File: config.mk
export PLATFORM = sky130hd
export DESIGN_NAME = cpu_control_unit
export DESIGN_NICKNAME = d
export VERILOG_FILES = /design/src/rtl/cpu_control_unit.sv
export SDC_FILE = /design/constraint.sdc
export NUM_CORES = 1
export LEC_CHECK = 0
export BUFFER_PORTS_ARGS = -buffer_cell sky130_fd_sc_hd__buf_2
export CORE_ASPECT_RATIO = 1.25
export CORE_UTILIZATION = 44
export DETAILED_ROUTE_END_ITERATION = 10
export GPL_ROUTABILITY_DRIVEN = 0
export MAX_ROUTING_LAYER = met4
export PLACE_DENSITY = 0.8
export SYNTH_ARGS = -nofsm -noshare
export SYNTH_HDL_FRONTEND = slang
export SYNTH_SLANG_ARGS = --single-unit
File: constraint.sdc
create_clock -name Clock -period 1.7 [get_ports Clock]
set_input_delay 0.085 -clock Clock [delete_from_list [all_inputs] [get_ports Clock]]
set_output_delay 0.085 -clock Clock [all_outputs]
set_load 0.02 [all_outputs]
File: src/rtl/cpu_control_unit.sv
// Multi-cycle instruction controller for the 16-bit processor.
// Fetches from ROM, holds the IR, and sequences RAM, register file and ALU.
module cpu_control_unit #(
   parameter int PcBits    = 7,
   parameter int DAddrBits = 8,
   parameter int RegBits   = 4
) (
   input  logic                 Clock,
   input  logic                 ResetN,
   input  logic [15:0]          Instr,
   output logic [PcBits-1:0]    PC,
   output logic [15:0]          IR,
   output logic [3:0]           OutState,
   output logic [DAddrBits-1:0] D_Addr,
   output logic                 D_Wr,
   output logic                 RF_s,
   output logic [RegBits-1:0]   RF_W_addr,
   output logic                 RF_W_en,
   output logic [RegBits-1:0]   RF_Ra_addr,
   output logic [RegBits-1:0]   RF_Rb_addr,
   output logic [2:0]           ALU_s0
);

   typedef enum logic [3:0] {
      S_INIT   = 4'd0,
      S_FETCH  = 4'd1,
      S_DECODE = 4'd2,
      S_NOOP   = 4'd3,
      S_STORE  = 4'd4,
      S_LOADA  = 4'd5,
      S_LOADB  = 4'd6,
      S_ALU    = 4'd7,
      S_HALT   = 4'd8
   } state_t;

   state_t state;
   state_t state_nxt;

   logic [3:0] opcode;
   logic       op_store;
   logic       op_load;
   logic       op_halt;
   logic       op_add;
   logic       op_sub;
   logic       op_xor;
   logic       op_or;
   logic       op_and;
   logic       op_inc;
   logic       op_alu;
   logic [2:0] alu_fn;

   assign opcode   = IR[15:12];
   assign op_store = (opcode == 4'b0001);
   assign op_load  = (opcode == 4'b0010);
   assign op_add   = (opcode == 4'b0011);
   assign op_sub   = (opcode == 4'b0100);
   assign op_halt  = (opcode == 4'b0101);
   assign op_xor   = (opcode == 4'b0110);
   assign op_or    = (opcode == 4'b0111);
   assign op_and   = (opcode == 4'b1000);
   assign op_inc   = (opcode == 4'b1001);
   assign op_alu   = op_add | op_sub | op_xor
                   | op_or  | op_and | op_inc;

   always_comb begin
      alu_fn = 3'b000;
      unique case (1'b1)
         op_add:  alu_fn = 3'b001;
         op_sub:  alu_fn = 3'b010;
         op_xor:  alu_fn = 3'b100;
         op_or:   alu_fn = 3'b101;
         op_and:  alu_fn = 3'b110;
         op_inc:  alu_fn = 3'b111;
         default: alu_fn = 3'b000;
      endcase
   end

   always_ff @(posedge Clock or negedge ResetN) begin
      if (!ResetN) begin
         state <= S_INIT;
      end else begin
         state <= state_nxt;
      end
   end

   // PC and IR only move in Fetch, which also freezes them in Halt.
   always_ff @(posedge Clock or negedge ResetN) begin
      if (!ResetN) begin
         PC <= '0;
         IR <= '0;
      end else if (state == S_FETCH) begin
         IR <= Instr;
         PC <= PC + PcBits'(1);
      end
   end

   always_comb begin
      state_nxt = state;
      unique case (state)
         S_INIT:   state_nxt = S_FETCH;
         S_FETCH:  state_nxt = S_DECODE;
         S_DECODE: begin
            unique case (1'b1)
               op_store: state_nxt = S_STORE;
               op_load:  state_nxt = S_LOADA;
               op_alu:   state_nxt = S_ALU;
               op_halt:  state_nxt = S_HALT;
               default:  state_nxt = S_NOOP;
            endcase
         end
         S_NOOP:   state_nxt = S_FETCH;
         S_STORE:  state_nxt = S_FETCH;
         S_LOADA:  state_nxt = S_LOADB;
         S_LOADB:  state_nxt = S_FETCH;
         S_ALU:    state_nxt = S_FETCH;
         S_HALT:   state_nxt = S_HALT;
         default:  state_nxt = S_INIT;
      endcase
   end

   always_comb begin
      OutState   = state;
      D_Addr     = '0;
      D_Wr       = 1'b0;
      RF_s       = 1'b0;
      RF_W_en    = 1'b0;
      ALU_s0     = 3'b000;
      RF_Ra_addr = RegBits'(IR[11:8]);
      RF_Rb_addr = RegBits'(IR[7:4]);
      RF_W_addr  = RegBits'(IR[3:0]);
      unique case (state)
         S_STORE: begin
            D_Addr = DAddrBits'(IR[7:0]);
            D_Wr   = 1'b1;
         end
         // RAM read data lands one cycle after the address.
         S_LOADA: begin
            D_Addr = DAddrBits'(IR[11:4]);
            RF_s   = 1'b1;
         end
         S_LOADB: begin
            D_Addr  = DAddrBits'(IR[11:4]);
            RF_s    = 1'b1;
            RF_W_en = 1'b1;
         end
         S_ALU: begin
            ALU_s0  = alu_fn;
            RF_W_en = 1'b1;
         end
         default: begin
            D_Addr = '0;
         end
      endcase
   end

endmodule
==> impl_metrics.env <==
export IMPL_instances_no_fill=253
export IMPL_core_rowCount=22
export IMPL_pre_cts_ws_ps=122
export IMPL_ff2ff_path_depth=7
export IMPL_tightest_slew_ps=577
export IMPL_drt_iter0_markers=18
export IMPL_cts_buffers=3
export IMPL_nFillCells=206
export IMPL_clk_pin_slew_ps=140
export IMPL_io_pins=71
export IMPL_viasPerCell=5.12
export IMPL_met3_length_um=235
export IMPL_gr_total_overflow=0
export IMPL_syn_inst=121
export IMPL_syn_nets=140
export IMPL_synthesis_area_um2=1360
export IMPL_cp_endpoint="D_Addr[2]"
export IMPL_hp_class="in2async"
export IMPL_cts_max_path_buffers=2
export IMPL_avgSynthCellArea_um2=11.2
export IMPL_grt_pass1_wl_um=4640
export IMPL_antenna_found_initial=0
export IMPL_max_freq_mhz=596
export IMPL_cts_root_buf="clkbuf_4"
export IMPL_synth_edff_count=0
export IMPL_rrSetupSlack_ps=30
export IMPL_rsz0062_at_grt="true"
export IMPL_cts_sinks=27
export IMPL_regArea_um2=681
export IMPL_synth_area_leaders="dfrtp_1 50%, mux2_2 12%, buf_4 7.7%"
export IMPL_slew_violations=0
export IMPL_ir_drop_mv=1.43
export IMPL_core_area_um2=2950
export IMPL_post_place_cells=216
export IMPL_clk_latency_ps=310
export IMPL_dr_pass1_iters=6
export IMPL_finalCritPeriodShare=0.987
export IMPL_final_nets=237
export IMPL_synth_cell_type_count=28
export IMPL_ys_top_cells_by_count="27 x dfrtp_1, 14 x buf_4, 14 x mux2_2"
export IMPL_critPathMaxFanout=5
export IMPL_async_flop_share=1.00
export IMPL_initial_core_util=0.462
export IMPL_grt_pass1_vias=1037
export IMPL_dr_wl_met2_um=1800
export IMPL_io_buffers=70
export IMPL_critical_path_arrival_ps=1590
export IMPL_syn_to_final_growth_pct=57.6
export IMPL_yosysWarnings=0
export IMPL_dieHeight_um=64.2
export IMPL_fin_setup_tns_ps=0
export IMPL_period_needed_ps=1680
export IMPL_grt_max_degree=28
export IMPL_synth_top_cell_area_share=0.497
export IMPL_worstReg2RegStart="OutState[3]$_DFF_PN0_"
export IMPL_design_area_um2=2140
export IMPL_maxSlewHeadroom=0.615
export IMPL_die_area_um2=3320
export IMPL_setup_violations=0
export IMPL_holdWs_ps=295
export IMPL_worstPathRequired_ps=1620
export IMPL_topRoutingLayerUsed="met4"
export IMPL_leakage_nw=1.03
export IMPL_yosysMostFrequentCell="dfrtp_1"
export IMPL_cts_tree="built"
export IMPL_wl_met1_um=1380
export IMPL_ys_ff_latch=27
export IMPL_multi_input_area_um2=604
export IMPL_dpl_hpwl_um=2100
export IMPL_vias=1296
export IMPL_critical_path_class="reg2out"
export IMPL_hold_viol=0
export IMPL_grtUsageTotal=0.188
export IMPL_cts_max_level=1
export IMPL_diodes=0
export IMPL_crit_path_start="OutState[0]$_DFF_PN0_"
export IMPL_place_area_um2=1700
export IMPL_worstSetupEndpointType="output port"
export IMPL_ant_nets=0
export IMPL_wl_per_cell_um=13.5
export IMPL_setup_ws_ps=21.9
export IMPL_power_density_nw_per_um2=2120
export IMPL_drc=0
export IMPL_r2r_end="PC[6]$_DFFE_PN0P_"
export IMPL_die_x_um=51.7
export IMPL_final_util=0.728
export IMPL_yosys_area_top_type="dfrtp_1"
export IMPL_wl_um=3420
export IMPL_drive_gt1_frac=0.553
export IMPL_synth_main_ff_cell="dfrtp_1"
export IMPL_finalPower_mw=4.54
export IMPL_startpoint_type="flip-flop"
export IMPL_status="finished clean"
export IMPL_drv_cap=0
export IMPL_seq_area_frac_synth=0.497
export IMPL_fin_skew_ps=6.81
[worst min-delay path by stage]
stage,start,to,slack [ps],cells after the start
6_report,ResetN,IR[5]$_DFFE_PN0P_,300,2
5_1_grt,ResetN,IR[5]$_DFFE_PN0P_,320,2
4_1_cts,Instr[8],IR[8]$_DFFE_PN0P_,1,2
3_5_place_dp,ResetN,IR[5]$_DFFE_PN0P_,120,1
3_3_place_gp,ResetN,IR[9]$_DFFE_PN0P_,110,1
2_1_floorplan,ResetN,IR[0]$_DFFE_PN0P_,-210,0
[layer usage]
| layer | vias to the layer above | track usage |
|---|---|---|
| met5 | - | - |
| met4 | 0 | 0.0405 |
| met3 | 2 | 0.0310 |
| met2 | 66 | 0.338 |
| met1 | 612 | 0.214 |
| li1 | 616 | - |
[layout by cell type, fill, tap and decap left out, types with 2 or more instances in the layout]
cell type / Yosys / layout
inv_1: 4 / 4
a22o_1: 8 / 8
dfrtp_1: 27 / 23
buf_4: 14 / 15
xnor2_1: 5 / 5
dfrtp_2: 0 / 4
nand4_1: 2 / 2
mux2_2: 14 / 14
dlygate4sd3_1: 0 / 17
o21ai_0: 5 / 5
clkbuf_4: 0 / 3
nand2_1: 11 / 10
nor2b_1: 2 / 2
buf_2: 0 / 60
nor3_2: 1 / 2
nor2_1: 6 / 6
buf_6: 0 / 11
a21oi_1: 4 / 4
buf_12: 0 / 2
[sequential cells by signal, indices dropped and copies added, names as in the netlist]
name and flops:
OutState 4, IR 16, PC 7
[logic make-up after synthesis]
logic type	share of synthesized area
fa+ha+maj	0.00920
flops	0.497
buf+inv	0.0911
mux	0.116
simple gates	0.133
xor+xnor	0.0386
compound gates	0.115
[power by group]
part / total, mW / switching [mW] / internal, mW
clock: 0.264 / 0.173 / 0.0915
sequential: 1.30 / 0.342 / 0.961
combinational: 2.98 / 1.59 / 1.39
[worst max-delay path: stages, from the launching register on]
cell      delay, ps
dfrtp_2         460
nand2b_2        240
a21oi_4         260
a22o_1          200
buf_6           120
[cell type report]
class                           count  share of cell area
Timing Repair Buffer              106               0.360
Tap cell                           36              0.0210
Clock buffer                        4              0.0123
Multi-Input combinational cell     76               0.282
Inverter                            4             0.00701
Sequential cell                    27               0.318
[what timing repair did]
action	in CTS	in global routing
pin swaps	1	6
setup buffers	4	9
cloned	1	2
hold buffers	12	5
resized for setup	7	25
endpoints found under the setup margin	12	24
endpoints found under the hold margin	38	5
No activity file was read; power rests on OpenSTA's default activity.
